`config.mk`:
```
export PLATFORM = sky130hd
export DESIGN_NAME = exec_cc_stage
export DESIGN_NICKNAME = d
export VERILOG_FILES = /design/src/rtl/alu_pkg.sv /design/src/rtl/cc_cond_eval.sv /design/src/rtl/exec_cc_stage.sv
export SDC_FILE = /design/constraint.sdc
export NUM_CORES = 1
export LEC_CHECK = 0
export BUFFER_PORTS_ARGS = -buffer_cell sky130_fd_sc_hd__buf_2
export CORE_AREA = 2 2 106 108
export CTS_CLUSTER_DIAMETER = 200
export DETAILED_ROUTE_END_ITERATION = 8
export DIE_AREA = 0 0 108 110
export GPL_TIMING_DRIVEN = 0
export SYNTH_ARGS = -nofsm -noshare
export SYNTH_HDL_FRONTEND = slang
export SYNTH_SLANG_ARGS = --single-unit
```
`constraint.sdc`:
```
create_clock -name clk -period 1.2 [get_ports clk]
set_input_delay 0.24 -clock clk [delete_from_list [all_inputs] [get_ports clk]]
set_output_delay 0.24 -clock clk [all_outputs]
set_load 0.05 [all_outputs]
```
`src/rtl/alu_pkg.sv`:
```
// Shared encodings for the execute stage: ALU function codes, condition
// selects and the condition-code register layout with its reset value.
package alu_pkg;

  typedef enum logic [1:0] {
    ALU_ADD = 2'd0,
    ALU_SUB = 2'd1,
    ALU_AND = 2'd2,
    ALU_XOR = 2'd3
  } alu_fn_e;

  typedef enum logic [3:0] {
    CND_ALWAYS = 4'd0,
    CND_LE     = 4'd1,
    CND_L      = 4'd2,
    CND_E      = 4'd3,
    CND_NE     = 4'd4,
    CND_GE     = 4'd5,
    CND_G      = 4'd6
  } cnd_fn_e;

  typedef struct packed {
    logic zf;
    logic sf;
    logic of;
  } cc_t;

  // Zero flag set out of reset so an unconditional-looking "E" test is true
  localparam cc_t CC_RESET = '{zf: 1'b1, sf: 1'b0, of: 1'b0};

  // Two's-complement overflow from the sign bits only. For subtraction the
  // operands must have differing signs; for addition, matching signs. In
  // both cases the result sign must differ from operand a.
  function automatic logic arith_overflow(
    input logic a_msb,
    input logic b_msb,
    input logic out_msb,
    input logic is_sub
  );
    logic sign_cond;
    sign_cond = is_sub ? (a_msb != b_msb) : (a_msb == b_msb);
    return sign_cond & (out_msb != a_msb);
  endfunction

endpackage

```
`src/rtl/cc_cond_eval.sv`:
```
// Condition evaluator: maps a condition select and the three flags to a
// single taken/true bit. Purely combinational; shared with decode cmov.
module cc_cond_eval
  import alu_pkg::*;
(
  input  logic [3:0] cnd_fn,
  input  logic       zf,
  input  logic       sf,
  input  logic       of,
  output logic       cnd
);

  logic lt;

  assign lt = sf ^ of;

  // Select the condition; unused encodings evaluate false
  always_comb begin
    cnd = 1'b0;
    case (cnd_fn_e'(cnd_fn))
      CND_ALWAYS: cnd = 1'b1;
      CND_LE:     cnd = lt | zf;
      CND_L:      cnd = lt;
      CND_E:      cnd = zf;
      CND_NE:     cnd = ~zf;
      CND_GE:     cnd = ~lt;
      CND_G:      cnd = ~lt & ~zf;
      default:    cnd = 1'b0;
    endcase
  end

endmodule

```
`src/rtl/exec_cc_stage.sv`:
```
// Execute-stage back end: derives flags from the ALU result, keeps the
// condition-code register, evaluates the branch/cmov condition from the
// registered flags and latches the E->M pipeline register.
module exec_cc_stage
  import alu_pkg::*;
#(
  parameter int W = 64
) (
  input  logic         clk,
  input  logic         rst_n,
  input  logic         e_valid,
  input  logic [W-1:0] alu_a,
  input  logic [W-1:0] alu_b,
  input  logic [W-1:0] alu_out,
  input  logic [1:0]   alu_fn,
  input  logic         set_cc,
  input  logic         cc_inhibit,
  input  logic [3:0]   cnd_fn,
  input  logic         m_stall,
  input  logic         m_bubble,
  output logic         cc_zf,
  output logic         cc_sf,
  output logic         cc_of,
  output logic         e_cnd,
  output logic         m_valid,
  output logic [W-1:0] m_valE,
  output logic         m_cnd
);

  cc_t          cc_reg;
  cc_t          cc_next;
  logic         cc_we;
  logic         cnd_now;
  logic         m_valid_reg;
  logic [W-1:0] m_vale_reg;
  logic         m_cnd_reg;

  // Only the sign bits of the operands matter for overflow detection
  logic unused_operand_bits;
  assign unused_operand_bits = ^{alu_a[W-2:0], alu_b[W-2:0]};

  // Flags the current E instruction would produce
  always_comb begin
    cc_next.zf = (alu_out == '0);
    cc_next.sf = alu_out[W-1];
    cc_next.of = 1'b0;
    case (alu_fn_e'(alu_fn))
      ALU_ADD: cc_next.of = arith_overflow(alu_a[W-1], alu_b[W-1], alu_out[W-1], 1'b0);
      ALU_SUB: cc_next.of = arith_overflow(alu_a[W-1], alu_b[W-1], alu_out[W-1], 1'b1);
      default: cc_next.of = 1'b0;
    endcase
  end

  // A stalled or inhibited instruction must not disturb the flags
  assign cc_we = e_valid & set_cc & ~cc_inhibit & ~m_stall;

  // Condition-code register
  always_ff @(posedge clk or negedge rst_n) begin
    if (!rst_n) begin
      cc_reg <= CC_RESET;
    end else if (cc_we) begin
      cc_reg <= cc_next;
    end
  end

  // Condition uses the flags as they were before this instruction
  cc_cond_eval u_cond (
    .cnd_fn (cnd_fn),
    .zf     (cc_reg.zf),
    .sf     (cc_reg.sf),
    .of     (cc_reg.of),
    .cnd    (cnd_now)
  );

  // E->M register: stall holds (and beats bubble), bubble clears, else load
  always_ff @(posedge clk or negedge rst_n) begin
    if (!rst_n) begin
      m_valid_reg <= 1'b0;
      m_vale_reg  <= '0;
      m_cnd_reg   <= 1'b0;
    end else if (m_stall) begin
      m_valid_reg <= m_valid_reg;
      m_vale_reg  <= m_vale_reg;
      m_cnd_reg   <= m_cnd_reg;
    end else if (m_bubble) begin
      m_valid_reg <= 1'b0;
      m_vale_reg  <= '0;
      m_cnd_reg   <= 1'b0;
    end else begin
      m_valid_reg <= e_valid;
      m_vale_reg  <= alu_out;
      m_cnd_reg   <= cnd_now;
    end
  end

  assign cc_zf   = cc_reg.zf;
  assign cc_sf   = cc_reg.sf;
  assign cc_of   = cc_reg.of;
  assign e_cnd   = cnd_now;
  assign m_valid = m_valid_reg;
  assign m_valE  = m_vale_reg;
  assign m_cnd   = m_cnd_reg;

endmodule

```
# ---- After elaboration in Yosys (flattened, before gate mapping)
# Index checks and enable logic that the tools add are counted.
dict set report totals {
  out_inout_bits 70
  elab_cells 36
  in_bits 205
  ff_bits 69
}
dict set report op_classes {
  mux 5
  reduce_logical 3
  n_bitwise 12
  n_eq_ne 10
}
# operator count
set op_table {}
lappend op_table {{$logic_not 64->1} 1}
lappend op_table {{$mux 64} 1}
lappend op_table {{$eq 4x3->1 const B} 3}
lappend op_table {{$eq 4x2->1 const B} 2}
lappend op_table {{$pmux 1 s7} 1}
lappend op_table {{$and 1x1->1} 6}
lappend op_table {{$eq 4x1->1 const B} 1}
lappend op_table {{$logic_not 4->1} 1}
lappend op_table {{$not 1->1} 4}
lappend op_table {{$eq 2x1->1 const B} 1}
lappend op_table {{$logic_not 2->1} 1}
lappend op_table {{$mux 1} 2}
lappend op_table {{$ne 1x1->1} 2}
lappend op_table {{$pmux 1 s2} 1}
lappend op_table {{$eq 1x1->1} 1}
lappend op_table {{$or 1x1->1} 1}
lappend op_table {{$xor 1x1->1} 1}

# ---- Depth between registers and ports, before layout
dict set report depth {
  ltp_word 5
  ltp_mapped 4
  ltp_nobuf 4
}

# ---- By module
# A second synthesis with hierarchy kept.
dict set report unflattened {
  hier_cells 322
  area_unflattened_um2 3100.5
}
# mod area_each_um2 cells_each instances seq_area_each_um2
set by_module_without_submodules {}
lappend by_module_without_submodules {exec_cc_stage 3019.1 312 1 1727.9}
lappend by_module_without_submodules {cc_cond_eval 81.3 10 1 0.0}

# ---- Worst setup path before layout
# Ideal clock, no wire load.
dict set report synth_timing {
  path_kind {register to register}
  start {register cc_reg (netlist bit cc_zf)}
  end {register m_cnd_reg (netlist: m_cnd)}
  path_slack_ns -0.631
  arrival_ns 1.708
  n_path_buf 0
  synth_period_minus_slack_ns 1.831
  stages_incl_launch_ff 5
  required_ns 1.077
  setup_ns 0.123
  path_cell_list {dfstp_2 -> nor4_1 -> nor3_2 -> nand3_1 -> a22o_1}
}
dict set report synth_between {
  elab_chain_cells 4
  elab_cells_between_ends 5
  classes_between {2 x mux; 3 x bitwise}
}
# item line_no
set synth_lines {}
lappend synth_lines {{from (decl)} exec_cc_stage.sv:30} ;# cc_t cc_reg;
lappend synth_lines {{from (signal assigned)} exec_cc_stage.sv:62} ;# cc_reg <= cc_next;
lappend synth_lines {{$not 1->1} {cc_cond_eval.sv:25, cc_cond_eval.sv:27}}
lappend synth_lines {{$and 1x1->1} cc_cond_eval.sv:27} ;# CND_G: cnd = ~lt & ~zf;
lappend synth_lines {{$pmux 1 s7 *} cc_cond_eval.sv:20} ;# case (cnd_fn_e'(cnd_fn))
lappend synth_lines {{via e_cnd} exec_cc_stage.sv:24} ;# output logic e_cnd,
lappend synth_lines {{$mux 1 *} exec_cc_stage.sv:85} ;# end else if (m_bubble) begin
lappend synth_lines {{to (signal assigned)} exec_cc_stage.sv:84} ;# m_cnd_reg <= m_cnd_reg;
lappend synth_lines {{to (signal assigned)} exec_cc_stage.sv:92} ;# m_cnd_reg <= cnd_now;
lappend synth_lines {{to (decl)} exec_cc_stage.sv:36} ;# logic m_cnd_reg;
# Mark *: on every way through the listed nets, which the timed path passes. The rest lies on a longest branch.
# A chain may end at the register's enable or synchronous reset.

# ---- Final worst setup path
dict set report layout_timing {
  start {register cc_reg (netlist bit cc_zf)}
  end {output e_cnd}
}
dict set report layout_between {
  elab_chain_cells 3
  elab_cells_between_ends 4
  classes_between {1 x mux; 3 x bitwise}
}
# item line_no
set layout_lines {}
lappend layout_lines {{$not 1->1} {cc_cond_eval.sv:25, cc_cond_eval.sv:27}}
lappend layout_lines {{$and 1x1->1} cc_cond_eval.sv:27}
lappend layout_lines {{$pmux 1 s7 *} cc_cond_eval.sv:20}
lappend layout_lines {{to (decl)} exec_cc_stage.sv:24}
# Every way passes the cells marked *; elsewhere a longest branch is shown, timed or not.

==> impl_metrics.yaml <==
synthesis:
  synthFlopType: "dfrtp_1"
  synth_edf_count: 0
  synthesis.nets: 532
  ys_types: 28
  async_flop_share: 1.000
  ys_seq_area_frac: 0.5566
  yosysTopAreaCellShare: 0.5482
  syn_inst: 327
  netlist_area_um2: 3104
  ys_seq_elements: 69
  synth_area_leaders: "dfrtp_1 (55%), nand2b_1 (12%), o21ai_0 (10%), nand2_1 (8.0%), nor4_1 (3.2%)"
  yosysTopAreaCell: "dfrtp_1"
  syn_area_per_cell_um2: 9.493
  synth_warnings: 0
flow_run:
  drv_cap: 0
grt:
  grt_pass1_vias: 2858
  grt_max_degree: 70
  globalRoute.totalOverflow: 0
  grt_pass1_wl_um: 15100
  grt.total_usage: 0.1668
  antenna_found_initial: 0
critical_path:
  end_kind: "primary output"
  worstSetupPathType: "register to primary output"
  max_stage_delay_ns: 0.65
  cp-startpoint: "cc_zf"
  worstPathRequired_ns: 0.96
  reg2reg_from: "cc_zf"
  path_cells: "and4bb_2 -> nor3_4 -> nand3_4 -> buf_8"
  crit_slowest_cell: "dfstp_4"
  cp-start-kind: "register"
  cp_max_fo: 5
  worst_ep_arrival_time_ns: 1.55
sta:
  max_freq_ghz: 0.5572
  relSlewSlack: 0.4099
  tightestPinTransition_ns: 0.8852
  fin_ws_ns: -0.5946
  hold_viol_final: 0
  period_minus_slack_ns: 1.795
  min_period_over_period: 1.496
  drv_slew: 0
  skew_ns: 0.004959
  setup_viol_count_final: 4
  rsz0062_at_grt: "true"
clocking:
  clk_pin_slew_worst_paths_ns: 0.08
  root_buffer: "clkbuf_8"
  cts_max_level: 3
  cts_buffers: 9
  cts_buffer_depth: 2
  cts_sinks: 69
  clock_latency_ns: 0.33
  cts_tree: "yes"
die:
  ios: 275
  std_cell_rows: 38
  die_area_um2: 11880
  start_util: 0.2902
  fp.dieH_um: 110
  coreArea_um2: 10700
  fp.dieW_um: 108
layout:
  area.growth.synth_to_final_pct: 46.72
  finish.net_count: 695
  drive_gt1_frac: 0.3760
  fin_util: 0.4257
  final_cell_mix: "buf_2 (81), nand2_1 (66), dfrtp_1 (66), o21ai_0 (64), nand2b_1 (60)"
  layout_commonest_cell: "buf_2"
  fin_cells: 632
  fillerInstances: 1086
  n_antenna_cell: 0
  largest_reg_flops: 64
power:
  total_power_w: 0.005956
  p_leak_nw: 2.140
  pwr_density_cell_nw_per_um2: 1308
  vdd_drop_max_mv: 0.6574
hold_path:
  min_path_type: "input port to async pin"
routing:
  dr.pass1.iters: 4
  drc: 0
  routed_via_density: 4.616
  wire_per_inst_um: 15.40
  drtIter0Drc: 152
  drt-total-wl_um: 9730
  ant_nets: 0
  vias: 2917
run_status:
  outcome: "finished, violations left"
  violations: "negative setup slack"
placement:
  placed_cells: 614
  numPortBuffers: 147
  gp_congestion: 0.7541
  hpwl_um: 7316
-- through the flow --
| stage | setup WS, ns | TNS, ns | hold slack [ns] | cell area (um^2) |
|---|---|---|---|---|
| floorplan | -0.3377 | -0.5680 | -0.05559 | 3142 |
| global placement | -0.6392 | -44.40 | 0.4232 | 4053 |
| detailed placement | -0.3750 | -10.21 | 0.4204 | 4055 |
| CTS | -0.6035 | -1.274 | 0.04517 | 4436 |
| global route | -0.6431 | -1.608 | 0.08077 | 4554 |
| finish | -0.5946 | -1.414 | 0.007418 | 4554 |
-- metal layers --
metal	track usage	up-vias	wire length, um
met4	0.06044	0	110
met3	0.04174	8	808
met1	0.2400	1353	4719
met5	0	-	0
li1	-	1431	-
met2	0.2426	125	4091
-- cells by family (layout without fill, tap and decap cells) --
logic type      after synthesis  after routing  synth area share
compound gates               71             71            0.1217
buf+inv                      21            186           0.02740
mux                           1              1          0.003627
xor+xnor                      2              2          0.005644
flops                        69             69            0.5566
simple gates                163            163            0.2850
-- final cells by class --
cell class / count / area [um^2] / share of cell area
Clock buffer: 10 / 137.6 / 0.03022
Buffer: 21 / 85.08 / 0.01868
Sequential cell: 69 / 1734 / 0.3808
Clock inverter: 3 / 15.01 / 0.003297
Timing Repair Buffer: 152 / 1075 / 0.2360
Multi-Input combinational cell: 237 / 1333 / 0.2926
Tap cell: 140 / 175.2 / 0.03846
-- timing repair --
item | in CTS | in global routing
pin swaps | 2 | 1
endpoints found under the setup margin | 68 | 30
hold buffers | 0 | 0
hold endpoints to repair | 0 | 0
resized for setup | 76 | 32
buffers inserted | 3 | 2
-- synth_stat cells, drive strengths merged (2+ instances only) --
master and instances:
nand4 3, nor4 17, buf 6, clkbuf 15
a22o 3, dfrtp 68, nand3 2, or2b 4
nand2 66, nor2 3, o21ai 65, or4 2
nor3 2, nand2b 60, and4bb 2
-- path summary, 6_finish.rpt --
check / endpoint / slack, ns / cells past startpoint
max: e_cnd / -0.59 / 4
min reg2reg: m_valE[17] / 0.49 / 2
max reg2reg: m_cnd / -0.39 / 6
min: m_valE[3] / 0.007 / 1
min in group clk: cc_of / 0.08 / 2
max in group asynchronous: cc_sf / 0.54 / 1
-- critical path, delay by kind of cell, from the launching register on --
family	cells	cell delay (ns)
flip-flops	1	0.65
AND/OR/NAND/NOR	3	0.42
buffers and inverters	1	0.15
-- power breakdown --
part           internal [W]  leakage, nW  total, W  switching, W
logic              0.000582         1.16   0.00171       0.00113
clock network      0.000762       0.0836   0.00160      0.000839
registers           0.00251        0.894   0.00264      0.000133
total               0.00385         2.14   0.00596       0.00210
Note: power is estimated with default switching activity, not from simulation.
